File: src/rtl/axis_packet_capture_pkg.sv
// axis_pkt_pkg: shared constants, FSM state type and tkeep helpers for the
// AXI4-Stream packet capture block.
//   DATA_W / KEEP_W : stream data and byte-enable widths
//   MAX_FLITS       : flit buffer depth (longest packet stored)
//   CNT_W           : flit count / buffer address width
package axis_pkt_pkg;

    localparam int DATA_W    = 64;
    localparam int KEEP_W    = DATA_W / 8;
    localparam int MAX_FLITS = 23;
    localparam int CNT_W     = 5;
    localparam int POP_W     = $clog2(KEEP_W + 1);

    typedef enum logic [1:0] {
        RECV = 2'd0,
        DROP = 2'd1,
        DONE = 2'd2
    } cap_state_t;

    // Number of valid bytes in a flit.
    function automatic logic [POP_W-1:0] keep_popcount(input logic [KEEP_W-1:0] keep);
        logic [POP_W-1:0] n;
        n = '0;
        for (int i = 0; i < KEEP_W; i++) begin
            n = n + POP_W'(keep[i]);
        end
        return n;
    endfunction

    // Non-last flits must be full; the last flit must be a nonzero run of
    // ones starting at byte 0 (keep+1 is then a power of two).
    function automatic logic keep_is_legal(input logic [KEEP_W-1:0] keep, input logic last);
        logic [KEEP_W-1:0] nxt;
        nxt = keep + KEEP_W'(1);
        if (!last) begin
            return keep == '1;
        end
        return (keep != '0) && ((keep & nxt) == '0);
    endfunction

endpackage

File: src/rtl/axis_packet_capture_if.sv
// axis_packet_capture_if: AXI4-Stream flit bus (tdata/tkeep/tlast/tvalid/tready).
//   master : drives data, keep, last, valid; samples ready
//   slave  : samples data, keep, last, valid; drives ready
interface axis_packet_capture_if;
    import axis_pkt_pkg::*;

    logic [DATA_W-1:0] tdata;
    logic [KEEP_W-1:0] tkeep;
    logic              tlast;
    logic              tvalid;
    logic              tready;

    modport master (output tdata, tkeep, tlast, tvalid, input tready);
    modport slave  (input tdata, tkeep, tlast, tvalid, output tready);

endinterface

File: src/rtl/axis_flit_buffer.sv
// axis_flit_buffer: simple dual-port RAM, MAX_FLITS words of {tkeep, tdata}.
//   clk     : clock
//   wr_en   : write wr_word at wr_addr
//   rd_addr : read address; rd_word follows one cycle later
//   rd_word : registered read data (holds when rd_addr is past the end)
module axis_flit_buffer
    import axis_pkt_pkg::*;
(
    input  logic                     clk,
    input  logic                     wr_en,
    input  logic [CNT_W-1:0]         wr_addr,
    input  logic [DATA_W+KEEP_W-1:0] wr_word,
    input  logic [CNT_W-1:0]         rd_addr,
    output logic [DATA_W+KEEP_W-1:0] rd_word
);

    logic [DATA_W+KEEP_W-1:0] mem [MAX_FLITS];

    always_ff @(posedge clk) begin
        if (wr_en) begin
            mem[wr_addr] <= wr_word;
        end
        // Addresses beyond the array are masked to zero by the caller anyway.
        if (rd_addr < CNT_W'(MAX_FLITS)) begin
            rd_word <= mem[rd_addr];
        end
    end

endmodule

File: src/rtl/axis_packet_capture.sv
// axis_packet_capture: AXI4-Stream sink that stores one packet, checks tkeep
// and hands a descriptor plus random-access read port to a consumer.
//   CLK, RESET        : clock, synchronous active-high reset
//   S_AXIS            : incoming flit stream (slave side)
//   pkt_valid/ready   : descriptor handshake; ready releases the packet
//   pkt_num_flits     : flits stored
//   pkt_num_bytes     : sum of popcount(tkeep) over stored flits
//   pkt_err_overflow  : packet longer than MAX_FLITS, tail dropped
//   pkt_err_keep      : illegal tkeep seen in the packet
//   pkt_count         : packets released since reset (wraps)
//   rd_addr/data/keep : buffer read, 1-cycle latency, zero past pkt_num_flits
module axis_packet_capture
    import axis_pkt_pkg::*;
(
    input  logic                  CLK,
    input  logic                  RESET,
    axis_packet_capture_if.slave  S_AXIS,
    output logic                  pkt_valid,
    input  logic                  pkt_ready,
    output logic [CNT_W-1:0]      pkt_num_flits,
    output logic [7:0]            pkt_num_bytes,
    output logic                  pkt_err_overflow,
    output logic                  pkt_err_keep,
    output logic [31:0]           pkt_count,
    input  logic [CNT_W-1:0]      rd_addr,
    output logic [DATA_W-1:0]     rd_data,
    output logic [KEEP_W-1:0]     rd_keep
);

    cap_state_t               state;
    logic                     ready;
    logic                     xfer;
    logic                     release_hs;
    logic                     rd_hit;
    logic [31:0]              done_count;
    logic [DATA_W+KEEP_W-1:0] rd_word;

    assign S_AXIS.tready = ready;
    assign xfer          = S_AXIS.tvalid && ready;
    assign release_hs    = (state == DONE) && pkt_ready;
    assign pkt_count     = done_count;

    always_ff @(posedge CLK) begin
        if (RESET) begin
            state            <= RECV;
            ready            <= 1'b1;
            pkt_valid        <= 1'b0;
            pkt_num_flits    <= '0;
            pkt_num_bytes    <= '0;
            pkt_err_overflow <= 1'b0;
            pkt_err_keep     <= 1'b0;
        end else begin
            unique case (state)
                RECV: begin
                    if (xfer) begin
                        pkt_num_flits <= pkt_num_flits + CNT_W'(1);
                        pkt_num_bytes <= pkt_num_bytes + 8'(keep_popcount(S_AXIS.tkeep));
                        if (!keep_is_legal(S_AXIS.tkeep, S_AXIS.tlast)) begin
                            pkt_err_keep <= 1'b1;
                        end
                        if (S_AXIS.tlast) begin
                            state     <= DONE;
                            ready     <= 1'b0;
                            pkt_valid <= 1'b1;
                        end else if (pkt_num_flits == CNT_W'(MAX_FLITS - 1)) begin
                            state <= DROP;
                        end
                    end
                end
                DROP: begin
                    // Tail flits are swallowed but still keep-checked.
                    if (xfer) begin
                        if (!keep_is_legal(S_AXIS.tkeep, S_AXIS.tlast)) begin
                            pkt_err_keep <= 1'b1;
                        end
                        if (S_AXIS.tlast) begin
                            state            <= DONE;
                            ready            <= 1'b0;
                            pkt_valid        <= 1'b1;
                            pkt_err_overflow <= 1'b1;
                        end
                    end
                end
                DONE: begin
                    if (pkt_ready) begin
                        state            <= RECV;
                        ready            <= 1'b1;
                        pkt_valid        <= 1'b0;
                        pkt_num_flits    <= '0;
                        pkt_num_bytes    <= '0;
                        pkt_err_overflow <= 1'b0;
                        pkt_err_keep     <= 1'b0;
                    end
                end
                default: begin
                    state <= RECV;
                    ready <= 1'b1;
                end
            endcase
        end
    end

    // Written every cycle so the counter always reflects its own current value.
    always_ff @(posedge CLK) begin
        if (RESET) begin
            done_count <= '0;
        end else begin
            done_count <= done_count + 32'(release_hs);
        end
    end

    // Range check is taken with the same edge that samples the RAM, so the
    // zero mask lines up with the registered read word.
    always_ff @(posedge CLK) begin
        if (RESET) begin
            rd_hit <= 1'b0;
        end else begin
            rd_hit <= (rd_addr < pkt_num_flits);
        end
    end

    assign rd_data = rd_hit ? rd_word[DATA_W-1:0] : '0;
    assign rd_keep = rd_hit ? rd_word[DATA_W+KEEP_W-1:DATA_W] : '0;

    axis_flit_buffer u_buf (
        .clk     (CLK),
        .wr_en   (xfer && (state == RECV)),
        .wr_addr (pkt_num_flits),
        .wr_word ({S_AXIS.tkeep, S_AXIS.tdata}),
        .rd_addr (rd_addr),
        .rd_word (rd_word)
    );

endmodule

File: src/flat_wrapper.sv
// flat-port wrapper written by rule: the top's interface ports become plain ports
module axis_packet_capture_flat import axis_pkt_pkg::*;
  (CLK, RESET, pkt_valid, pkt_ready, pkt_num_flits, pkt_num_bytes, pkt_err_overflow, pkt_err_keep, pkt_count, rd_addr, rd_data, rd_keep, S_AXIS_tdata, S_AXIS_tkeep, S_AXIS_tlast, S_AXIS_tvalid, S_AXIS_tready);
  axis_packet_capture_if S_AXIS_i ();
  input  logic CLK;
  input  logic RESET;
  output logic pkt_valid;
  input  logic pkt_ready;
  output logic [CNT_W-1:0] pkt_num_flits;
  output logic [7:0] pkt_num_bytes;
  output logic pkt_err_overflow;
  output logic pkt_err_keep;
  output logic [31:0] pkt_count;
  input  logic [CNT_W-1:0] rd_addr;
  output logic [DATA_W-1:0] rd_data;
  output logic [KEEP_W-1:0] rd_keep;
  input wire logic [$bits(S_AXIS_i.tdata)-1:0] S_AXIS_tdata;
  input wire logic [$bits(S_AXIS_i.tkeep)-1:0] S_AXIS_tkeep;
  input wire logic [$bits(S_AXIS_i.tlast)-1:0] S_AXIS_tlast;
  input wire logic [$bits(S_AXIS_i.tvalid)-1:0] S_AXIS_tvalid;
  output wire logic [$bits(S_AXIS_i.tready)-1:0] S_AXIS_tready;
  assign S_AXIS_i.tdata = S_AXIS_tdata;
  assign S_AXIS_i.tkeep = S_AXIS_tkeep;
  assign S_AXIS_i.tlast = S_AXIS_tlast;
  assign S_AXIS_i.tvalid = S_AXIS_tvalid;
  assign S_AXIS_tready = S_AXIS_i.tready;
  axis_packet_capture u_core (.CLK(CLK), .RESET(RESET), .S_AXIS(S_AXIS_i), .pkt_valid(pkt_valid), .pkt_ready(pkt_ready), .pkt_num_flits(pkt_num_flits), .pkt_num_bytes(pkt_num_bytes), .pkt_err_overflow(pkt_err_overflow), .pkt_err_keep(pkt_err_keep), .pkt_count(pkt_count), .rd_addr(rd_addr), .rd_data(rd_data), .rd_keep(rd_keep));
endmodule
File: config.mk
export PLATFORM = sky130hd
export DESIGN_NAME = axis_packet_capture_flat
export DESIGN_NICKNAME = d
export VERILOG_FILES = /design/src/rtl/axis_packet_capture_pkg.sv /design/src/rtl/axis_packet_capture_if.sv /design/src/rtl/axis_flit_buffer.sv /design/src/rtl/axis_packet_capture.sv /design/src/flat_wrapper.sv
export SDC_FILE = /design/constraint.sdc
export NUM_CORES = 2
export LEC_CHECK = 0
export CAP_MARGIN = 20
export CELL_PAD_IN_SITES_DETAIL_PLACEMENT = 0
export CELL_PAD_IN_SITES_GLOBAL_PLACEMENT = 2
export CORE_UTILIZATION = 42
export CTS_CLUSTER_SIZE = 40
export DETAILED_ROUTE_END_ITERATION = 6
export GPL_TIMING_DRIVEN = 0
export PLACE_DENSITY = 0.77
export SLEW_MARGIN = 0
export SYNTH_ARGS = -nofsm -noshare
export SYNTH_HDL_FRONTEND = slang
export SYNTH_SLANG_ARGS = --single-unit
File: constraint.sdc
create_clock -name CLK -period 18.85 [get_ports CLK]
set_input_delay 3.77 -clock CLK [delete_from_list [all_inputs] [get_ports CLK]]
set_output_delay 3.77 -clock CLK [all_outputs]
set_load 0.01 [all_outputs]
==> results_dict.tcl <==
set metrics [dict create \
    row_count 147 \
    critPathMaxStageDelay_ps 1070 \
    start_util 0.423 \
    internal-power_mw 6.48 \
    htree_levels 4 \
    clkPwrFrac 0.410 \
    cts.sinks 1780 \
    switching_power_mw 1.74 \
    hold_viol 0 \
    coreArea_sq_um 161000 \
    antenna_found_initial 9 \
    crit_start "S_AXIS_tkeep[0]" \
    fill_cells 13000 \
    critPathSlowestCell "clkdlybuf4s50_1" \
    synthCells 3344 \
    slew_violations 0 \
    critPathLaunchType "input port" \
    die_area_sq_um 164000 \
    cts_tree "built" \
    cts.path.max_buffers 3 \
    ioPinCount 203 \
    syn_avg_cell_area_sq_um 20.4 \
    p_leak_nw 25.7 \
    grtUsageTotal 0.195 \
    clock_skew_ps 19.1 \
    dr_total_vias 33400 \
    path_class "in2reg" \
    synth_seq_area_share 0.778 \
    whs_ps 493 \
    syn_area_sq_um 68100 \
    io_buffers 200 \
    synth_edf_count 1728 \
    post-cts-setup-buffer-count 0 \
    clkSlewWorstSetupHoldPaths_ps 60 \
    synth_seq_cells 1780 \
    fmax_mhz 128 \
    wl_um 158000 \
    finalCriticalPeriod_ps 7800 \
    cp_max_fo 26 \
    die_h_um 405 \
    power_mw 8.22 \
    synth_top_flop_cell "edfxtp_1" \
    final_layout_size_suffix_gt1_frac 0.176 \
    ant_nets 0 \
    gp_congestion 0.750 \
    hp-class "reg2reg" \
    dpl.hpwl_um 105000 \
    p_seq_frac 0.536 \
    cp.arrival_ps 8470 \
    cp_data_required_time_ps 19520 \
    rsz0062_at_grt "no" \
    fp.dieW_um 405 \
    dp_slack_ps 10180 \
    reg2regPathDepth 6 \
    worstHoldPathCells 1 \
    postPlaceCellArea_sq_um 74500 \
    p_sw_frac 0.212 \
    cts_resized 0 \
    ctsHoldBuffers 0 \
    status "finished, final reports clean" \
    yosysUniqueCellTypes 51 \
    drt_iter0_drc 3378 \
    routed_via_density 5.47 \
    setup_slack_ps 11050 \
    stdcell_area_sq_um 80000 \
    area_delta_synth_final_pct 17.6 \
    insertion_delay_ps 810 \
    async_reset_ff_frac 0 \
    crit_path_cell_trace "clkdlybuf4s50_1, inv_1, ha_1, inv_1, fa_1, fa_1, fa_1, fa_1, xnor2_1, ha_1, nor2b_1, o21a_1, o2111ai_1, xor2_1, nor2_1" \
    min_from "u_core.pkt_err_keep" \
    grt_pass1_vias 34200 \
    nets 3899 \
    reg2reg_from "u_core.state[1]" \
    maxCapViolations 0 \
    setup_viol 0 \
    slew_headroom 0.279 \
    cts_buffers 178 \
    synth.net_count 3450 \
    vdd_drop_max_mv 0.0958 \
    cellPowerDensity_nw_per_um2 103 \
    grt_overflow 0 \
    crit_path_end_kind "flop" \
    grt_max_degree 28 \
    grt_pass1_wl_um 233000 \
    routedWlPerCell_um 26.0 \
    combPwrFrac 0.054 \
    finalCritPeriodShare 0.414 \
    cts_root_buf "clkbuf_16" \
    tightest_slew_ps 1080 \
    setup-tns-final_ps 0 \
    drcViolationCount 0 \
    firstDrtPassIters 5 \
    yosysWarnings 0 \
    cpMostUsedCell "fa_1" \
]
-- final cells by class --
class	count	area, sq um	area share
flip-flops and latches	1780	52900	0.662
multi-input cells	1353	14400	0.180
clock buffers	233	4790	0.0598
repair buffers	269	3540	0.0443
well taps	2160	2700	0.0338
plain buffers	184	818	0.0102
clock inverters	90	726	0.00907
inverters	27	101	0.00127
diodes	4	10.0	0.000125
-- critical path, delay by kind of cell --
family | cells | cell delay [ps]
compound gates | 2 | 400
fa+ha+maj | 6 | 2460
simple gates | 2 | 200
buf+inv | 3 | 1270
xor+xnor | 2 | 380
-- synth_stat cells (6+ instances only) --
cell type | instances | share of area
nand4_1 | 10 | 0.00092
nand2_1 | 99 | 0.0055
mux4_2 | 288 | 0.095
buf_1 | 20 | 0.0011
nand3_1 | 21 | 0.0015
nor2_1 | 69 | 0.0038
edfxtp_1 | 1728 | 0.76
buf_4 | 18 | 0.0020
xor2_1 | 21 | 0.0027
clkbuf_1 | 102 | 0.0056
inv_1 | 27 | 0.0015
ha_1 | 19 | 0.0035
o22ai_1 | 72 | 0.0066
and2_1 | 74 | 0.0068
o221ai_1 | 72 | 0.0093
and3_1 | 7 | 0.00064
buf_2 | 44 | 0.0032
a211oi_1 | 76 | 0.0084
nor2b_1 | 6 | 0.00055
o21ai_0 | 82 | 0.0060
mux2i_1 | 289 | 0.043
dfxtp_1 | 52 | 0.015
xnor2_1 | 12 | 0.0015
a21oi_1 | 86 | 0.0063
-- state kept, by name, summed over array words and instances, names as in the netlist --
name,count
u_core.pkt_count,32
u_core.rd_hit,1
u_core.pkt_num_bytes,8
u_core.u_buf.mem,1656
u_core.S_AXIS.tready,1
u_core.state,2
u_core.pkt_err_keep,1
u_core.pkt_err_overflow,1
u_core.pkt_num_flits,5
u_core.pkt_valid,1
u_core.u_buf.rd_word,72
-- through the flow --
stage | instances | utilization
CTS | 6096 | 0.498
floorplan | 3344 | -
detailed placement | 5773 | 0.463
global placement | 5704 | 0.453
global route | 6098 | 0.498
finish | 6100 | 0.498
-- cell families (layout without fill, tap and decap cells) --
kind of cell | after synthesis | after routing | synth area share
muxes | 578 | 578 | 0.138
xor gates and xnor gates | 33 | 33 | 0.00425
and+or+nand+nor | 313 | 313 | 0.0230
other | 0 | 4 | 0
buffers and inverters | 211 | 803 | 0.0134
adders and majority gates | 24 | 24 | 0.00496
DFF | 1780 | 1780 | 0.778
AOI/OAI and AO/OA | 405 | 405 | 0.0386
-- power groups by stage --
stage,logic (mW),registers [mW],clock network (mW)
floorplan,0.235,4.49,0
global placement,0.435,4.50,0
detailed placement,0.453,4.49,0
CTS,0.454,4.41,3.43
global route,0.480,4.41,3.58
finish,0.444,4.41,3.37
-- path summary, 6_finish.rpt --
path	endpoint	slack, ps
worst min-delay path	u_core.pkt_err_keep	490
worst max register to register	u_core.u_buf.mem[22][33]	15490
worst max-delay path	u_core.pkt_num_bytes[6]	11050
worst min register to register	u_core.pkt_err_keep	490
-- per-layer routing --
layer | vias up | GRT usage | part of all wire
met5 | - | 0 | 0.00013
met4 | 2 | 0.0604 | 0.024
met3 | 201 | 0.0325 | 0.057
met2 | 987 | 0.316 | 0.49
met1 | 17500 | 0.271 | 0.43
li1 | 14700 | - | -
-- cells in the final DEF (no fill, tap or decap), types with 48 or more instances in the layout --
master           instances
mux4_2                 288
a21oi_1                 86
o221ai_1                72
o21ai_0                 81
clkdlybuf4s50_1        200
and2_1                  74
dfxtp_1                 52
clkbuf_16              184
mux2i_1                289
a211oi_1                76
nand2_1                 99
clkbuf_1               149
edfxtp_1              1728
buf_12                  48
o22ai_1                 72
Note: power is estimated with default switching activity, not from simulation.
